**config.mk**
```make
export PLATFORM = sky130hd
export DESIGN_NAME = mprj_io_serial_loader
export DESIGN_NICKNAME = d
export VERILOG_FILES = /design/src/rtl/mprj_io_serial_loader.sv
export SDC_FILE = /design/constraint.sdc
export NUM_CORES = 1
export LEC_CHECK = 0
export ABC_AREA = 1
export CAP_MARGIN = 5
export CORE_ASPECT_RATIO = 0.75
export CORE_MARGIN = 8
export CORE_UTILIZATION = 47
export CTS_CLUSTER_SIZE = 16
export DETAILED_ROUTE_END_ITERATION = 10
export HOLD_SLACK_MARGIN = 0.06
export PLACE_DENSITY = 0.75
export SYNTH_ARGS = -nofsm -noshare
export SYNTH_HDL_FRONTEND = slang
export SYNTH_SLANG_ARGS = --single-unit
```
**constraint.sdc**
```tcl
create_clock -name wb_clk_i -period 1.4 [get_ports wb_clk_i]
set_input_delay 0.28 -clock wb_clk_i [delete_from_list [all_inputs] [get_ports wb_clk_i]]
set_output_delay 0.28 -clock wb_clk_i [all_outputs]
set_load 0.1 [all_outputs]
```
**src/rtl/mprj_io_serial_loader.sv**
```systemverilog
// Serial loader for the user-project pad configuration chain.
// Fetches one config word per pad (highest pad first), shifts it MSB first
// with a generated serial clock, then strobes serial_load so all pads latch.
module mprj_io_serial_loader #(
    parameter int NUM_PADS = 19,
    parameter int CFG_BITS = 13,
    parameter int CLK_DIV  = 1
) (
    input  logic                        wb_clk_i,
    input  logic                        wb_rstn_i,
    input  logic                        start,
    input  logic                        abort,
    output logic                        cfg_rd,
    output logic [$clog2(NUM_PADS)-1:0] cfg_idx,
    input  logic [CFG_BITS-1:0]         cfg_data,
    output logic                        serial_clock,
    output logic                        serial_data_out,
    output logic                        serial_load,
    output logic                        busy,
    output logic                        done
);

    // A divider of 0 would never let the timed states advance; clamp to 1.
    localparam int DIV = (CLK_DIV < 1) ? 1 : CLK_DIV;
    localparam int DW  = (DIV > 1) ? $clog2(DIV) : 1;
    localparam int PW  = $clog2(NUM_PADS);
    localparam int BW  = (CFG_BITS > 1) ? $clog2(CFG_BITS) : 1;

    localparam logic [DW-1:0] DIV_RELOAD = DW'(DIV - 1);
    localparam logic [PW-1:0] LAST_PAD   = PW'(NUM_PADS - 1);
    localparam logic [BW-1:0] LAST_BIT   = BW'(CFG_BITS - 1);

    typedef enum logic [2:0] {
        IDLE,
        FETCH,
        CAPTURE,
        SHIFT_LO,
        SHIFT_HI,
        LOAD,
        DONE
    } state_t;

    state_t                state, state_nx;
    logic [PW-1:0]         pad_idx, pad_nx;
    logic [BW-1:0]         bit_cnt;
    logic [DW-1:0]         div_cnt;
    logic [CFG_BITS-1:0]   shreg;
    logic                  timed_entry;

    // State register.
    always_ff @(posedge wb_clk_i or negedge wb_rstn_i) begin
        if (!wb_rstn_i) state <= IDLE;
        else            state <= state_nx;
    end

    // Next-state and next pad index. Abort cancels any busy state except
    // DONE, which still completes its pulse.
    always_comb begin
        state_nx = state;
        pad_nx   = pad_idx;
        case (state)
            IDLE: begin
                if (start) begin
                    state_nx = FETCH;
                    pad_nx   = LAST_PAD;
                end
            end
            FETCH:    state_nx = CAPTURE;
            CAPTURE:  state_nx = SHIFT_LO;
            SHIFT_LO: if (div_cnt == '0) state_nx = SHIFT_HI;
            SHIFT_HI: begin
                if (div_cnt == '0) begin
                    if (bit_cnt != '0) begin
                        state_nx = SHIFT_LO;
                    end else if (pad_idx != '0) begin
                        state_nx = FETCH;
                        pad_nx   = pad_idx - 1'b1;
                    end else begin
                        state_nx = LOAD;
                    end
                end
            end
            LOAD:     if (div_cnt == '0) state_nx = DONE;
            DONE:     state_nx = IDLE;
            default:  state_nx = IDLE;
        endcase
        if (abort && state != IDLE && state != DONE) begin
            state_nx = IDLE;
            pad_nx   = pad_idx;
        end
    end

    // Divider reload happens on every entry into a timed phase.
    assign timed_entry = (state_nx != state) &&
                         (state_nx == SHIFT_LO || state_nx == SHIFT_HI || state_nx == LOAD);

    // Datapath: pad index, divider, bit counter, shift register.
    always_ff @(posedge wb_clk_i or negedge wb_rstn_i) begin
        if (!wb_rstn_i) begin
            pad_idx <= '0;
            div_cnt <= '0;
            bit_cnt <= '0;
            shreg   <= '0;
        end else begin
            pad_idx <= pad_nx;
            if (timed_entry)         div_cnt <= DIV_RELOAD;
            else if (div_cnt != '0)  div_cnt <= div_cnt - 1'b1;
            if (state == CAPTURE) begin
                shreg   <= cfg_data;
                bit_cnt <= LAST_BIT;
            end else if (state == SHIFT_HI && state_nx == SHIFT_LO) begin
                shreg   <= shreg << 1;
                bit_cnt <= bit_cnt - 1'b1;
            end
        end
    end

    // Registered outputs, decoded from the state being entered so they line
    // up with the state they describe.
    always_ff @(posedge wb_clk_i or negedge wb_rstn_i) begin
        if (!wb_rstn_i) begin
            cfg_rd          <= 1'b0;
            cfg_idx         <= '0;
            serial_clock    <= 1'b0;
            serial_data_out <= 1'b0;
            serial_load     <= 1'b0;
            busy            <= 1'b0;
            done            <= 1'b0;
        end else begin
            cfg_rd       <= (state_nx == FETCH);
            cfg_idx      <= pad_nx;
            serial_clock <= (state_nx == SHIFT_HI);
            serial_load  <= (state_nx == LOAD);
            busy         <= (state_nx != IDLE);
            done         <= (state_nx == DONE);
            // Data only moves on entry to the low phase, so it is stable
            // across the whole high phase and the falling transition.
            if (state == CAPTURE && state_nx == SHIFT_LO)
                serial_data_out <= cfg_data[CFG_BITS-1];
            else if (state == SHIFT_HI && state_nx == SHIFT_LO)
                serial_data_out <= shreg[CFG_BITS-2];
        end
    end

endmodule

```
== Word level (Yosys, flattened, before mapping) ==
Index checks and enable logic that the tools add are counted.
Storage, ports and cells
  bits of input ports: 17
  output and inout port bits: 11
  flip-flop bits (word level): 31
  word-level logic and storage cells: 68
Operators by class
  equal/unequal tests: 16
  add/sub/neg operators: 3
  bitwise gates (word level): 1
  muxes and demuxes: 21
  reduce and logical (&&, ||, !) cells: 16
Operator list (number)
  2-to-1 mux 12 bit: 2
  2-to-1 mux 3 bit: 7
  2-to-1 mux 5 bit: 4
  case mux 3 bit (6 select lines): 1
  equality test 3 bit (second input constant): 5
  case mux 5 bit (2 select lines): 1
  equality test 3 x 2 -> 1 bit (second input constant): 3
  2-to-1 mux 4 bit: 2
  inequality test 2 bit (second input constant): 4
  equality test 3 x 1 -> 1 bit (second input constant): 2
  AND reduction 6 bit: 1
  nonzero test 2 bit: 3
  nonzero test 3 bit: 2
  logical AND 1 bit: 5
  nonzero test 5 bit: 1
  subtractor 5 x 1 -> 5 bit (second input constant): 1
  2-to-1 mux 1 bit: 4
  nonzero test 4 bit: 1
  subtractor 4 x 1 -> 4 bit (second input constant): 1
  logical NOT 3 bit: 1
  inequality test 3 bit: 1
  inequality test 3 bit (second input constant): 1
  logical OR 1 bit: 2
  NOT 1 bit: 1
  subtractor 1 bit (second input constant): 1

== Depth between registers and ports, before layout ==
  depth in word-level cells: 11
  mapped depth: 10
  mapped depth without buffers: 10

== Least setup slack after synthesis ==
OpenSTA, ideal clock, no wires.
  path type: register to register
  start point: register cfg_idx[0] (netlist name)
  end point: register cfg_idx[2]
  cell stages (with the launch flop): 11
  library setup time: 0.120 ns
  buffers on the path: 0
  slack: -0.618 ns
  period minus slack after synthesis: 2.018 ns
  required time: 1.280 ns
  arrival: 1.898 ns
  path through: dfrtp_1 -> inv_1 -> ha_1 -> nand3_1 -> nor2_1 -> nand2_1 -> nand2_1 -> inv_1 -> nand2_1 -> nand2_1 -> nand2_1
RTL lines
  end signal: assignment: line 131  | cfg_idx <= pad_nx;
  end: declaration: line 14  | output logic [$clog2(NUM_PADS)-1:0] cfg_idx,

== Worst setup path in the final report ==
  start point: register state[1]
  end point: register shreg[6]
Between the ends
  word-level cells in the longest chain between the ends: 7
  elaborated cells on any way between the ends: 20
  classes of those cells: eq/ne: 7; mux: 7; reduce/logical: 6
Ends and longest elaborated chain
  start: declaration: line 43  | state_t state, state_nx;
  start signal: assignment: line 53  | else state <= state_nx;
  branches (longest 7 deep; another with case mux 3 bit (6 select lines))
  end signal: assignment: line 109  | shreg <= cfg_data;
  end signal: assignment: line 112  | shreg <= shreg << 1;
  end: declaration: line 47  | logic [CFG_BITS-1:0] shreg;
Parallel ways; which one is timed is not known.
A chain may end at the register's enable or synchronous reset.

==> metrics <==
most frequent CP cell nand2_4; Fin Setup TNS -2.172 ns; root buffer selected by CTS clkbuf_8; worst hold-check slack 0.3536 ns; post-route ant nets 0; routed vias 1770; Mean Syn Cell Area 7.395 um^2; Max VDD drop 2038 uV; first-pass GRT wire length 7659 um; delay-heaviest family, CP simple AND/OR/NAND/NOR gates; Sink Count 30; Synthesis Warnings 0; Post-Syn Nets 245; Critical Path Start Type flop; die footprint 5700 um^2; share of layout cells above drive strength 1 0.4348; CTS Hold Buffers Added 0; clock group share of total power 0.103; grt ovf 0; f_max 653.7 MHz; register bit count reported by yosys 30; half-perimeter wire length after placement 2923 um; DR pass1 iterations 4; Synth cell types 24; Pwr Density 2498 nW/um^2; max incr delay on CP 0.44 ns; final WL 5227 um; power share of the sequential group 0.219; CTS Buf Count 5; clock-pin slew on the worst setup and hold paths 0.06 ns; Critical path buffers and inverters 2; core area 3333 um^2; post-synth top area cell dfrtp_1; WS Path Type flop to flop; placed cells 313; Cell Rows 18; Logic pwr share 0.678; final setup vio count 25; post-route clock period utilization 1.093; crit path time final 1.530 ns; I/O Pins 28; Die Y 67.42 um; gpl congestion 0.8098; post-route insts no fill 339; port bufs 27; Hold Path Class input pin to asynchronous set/reset pin; Static Leak 1.460 nW; number of max-cap violations 0; worst path required time 1.58 ns; Hold Violations, Final 0; top cells by area, synth dfrtp_1 (45%), nand2_1 (23%), nand3_1 (8.5%); worst slew pin tran 0.2149 ns; Critical Path End Type flop; normalized max-slew margin 0.8555; Netlist Area Pre-Place 1657 um^2; largest net degree at the start of global routing 31; Synth top area share 0.4532; Clock Skew 0.007533 ns; status complete, but fails checks; H-Tree Depth 2; Slowest cell on crit path dfrtp_2; Critical Path AT 1.71 ns; fin worst setup slack -0.1297 ns; RSZ-0062 raised after global routing true; worst skew pair latency 0.29 ns; vias in the first global route 1649; Remaining DRCs 0; Die Wd 84.56 um; vias per cell 5.221; crit-path max FO 6; Nets 319; P&R area growth vs syn 68.81%; crit-path cells inv_2 > nand2_4 > nor2_4 > nand2_2 > nand2_4 > nand4_4 > buf_6 > nand3_1 > nand2_1; net switching power 3.355 mW; Pint 3.631 mW; n_diodes 0; Initial Utilization 0.4970; First DRT Iteration DRCs 119; sequential share of the synthesized area 0.4532; WL/cell 15.42 um; Pins Over Slew Limit 0; Switching Fraction 0.4803; violated checks negative setup slack; Cells after Synth 224; clock buffer depth 2; TritonCTS clock tree yes; initial antenna violation count 0; GRT Total Usage 0.1686
-- area by class of cell --
| class | instances | area, um^2 |
|---|---|---|
| multi-input combinational | 162 | 982.2 |
| timing repair buffer | 73 | 805.8 |
| sequential | 30 | 764.5 |
| fill | 174 | 536.8 |
| inverter | 26 | 102.6 |
| clock buffer | 7 | 86.33 |
| tap | 40 | 50.05 |
| clock inverter | 1 | 5.005 |
-- stage by stage --
step	worst slack [ns]	power, mW	cell area [um^2]	util
after floorplan	-0.07055	3.843	1733	-
after global placement	-0.1389	5.114	2355	0.7065
after detailed placement	-0.2146	5.198	2355	0.7065
after CTS	-0.05444	6.244	2582	0.7748
after global routing	-0.2122	7.361	2796	0.8390
final	-0.1297	6.986	2796	0.8390
-- path summary, 6_finish.rpt --
check                               start        to  slack [ns]  depth (start not counted)
worst max-delay path             state[1]  shreg[6]       -0.13                          9
worst min-delay path            wb_rstn_i  shreg[9]        0.35                          2
worst max register to register   state[1]  shreg[6]       -0.13                          9
worst min register to register   shreg[7]  shreg[7]        0.51                          2
max in group asynchronous       wb_rstn_i  state[1]        0.86                          2
min in group wb_clk_i            shreg[7]  shreg[7]        0.51                          2
-- cell usage in the layout, fill, tap and decap left out, drive strengths merged --
master and count:
clkinv 1, nor2 12, nand4 3, or2 1
bufbuf 1, xor2 1, nand2 106, o31ai 1
clkdlybuf4s50 16, nor3 1, dfrtp 30, ha 4
buf 56, clkbuf 7, inv 26, nand3 30
o21ai 3
-- registers in the layout, summed over array words and instances, names as in the netlist, 3 cells and up --
name     count
bit_cnt      4
cfg_idx      5
shreg       12
state        3
-- synthesized netlist by cell type (all sizes together) --
master  number
or2          1
clkbuf       2
nor2        12
nand3       30
nor3         1
dfrtp       30
buf          4
xor2         1
o21ai        3
nand2      106
o31ai        1
ha           4
nand4        3
inv         26
-- power groups by stage --
stage	Clock [mW]	Sequential, mW	Combinational, mW
after floorplan	0	2.23	1.61
after global placement	0	1.47	3.64
after detailed placement	0	1.48	3.71
after CTS	0.722	1.49	4.03
after global routing	0.760	1.56	5.04
final	0.718	1.53	4.74
-- timing repair --
action	in CTS	in global routing
pin swaps	9	19
setup endpoints to repair	27	28
setup buffers	5	12
cloned	1	0
gates resized for setup	18	36
-- logic make-up (layout without fill, tap and decap cells) --
kind of cell / count (synthesis) / after routing / share of synthesized area
buf+inv: 32 / 107 / 0.08233
simple gates: 153 / 153 / 0.4154
flops: 30 / 30 / 0.4532
fa+ha+maj: 4 / 4 / 0.03021
xor+xnor: 1 / 1 / 0.005288
compound gates: 4 / 4 / 0.01359
-- per-layer routing --
metal,vias up,global-route usage,share of wire
met5,-,0,0
met4,0,0.09713,0.032
met3,16,0.04727,0.066
met2,66,0.2750,0.48
met1,851,0.2004,0.42
li1,837,-,-
No activity file was read; power rests on OpenSTA's default activity.
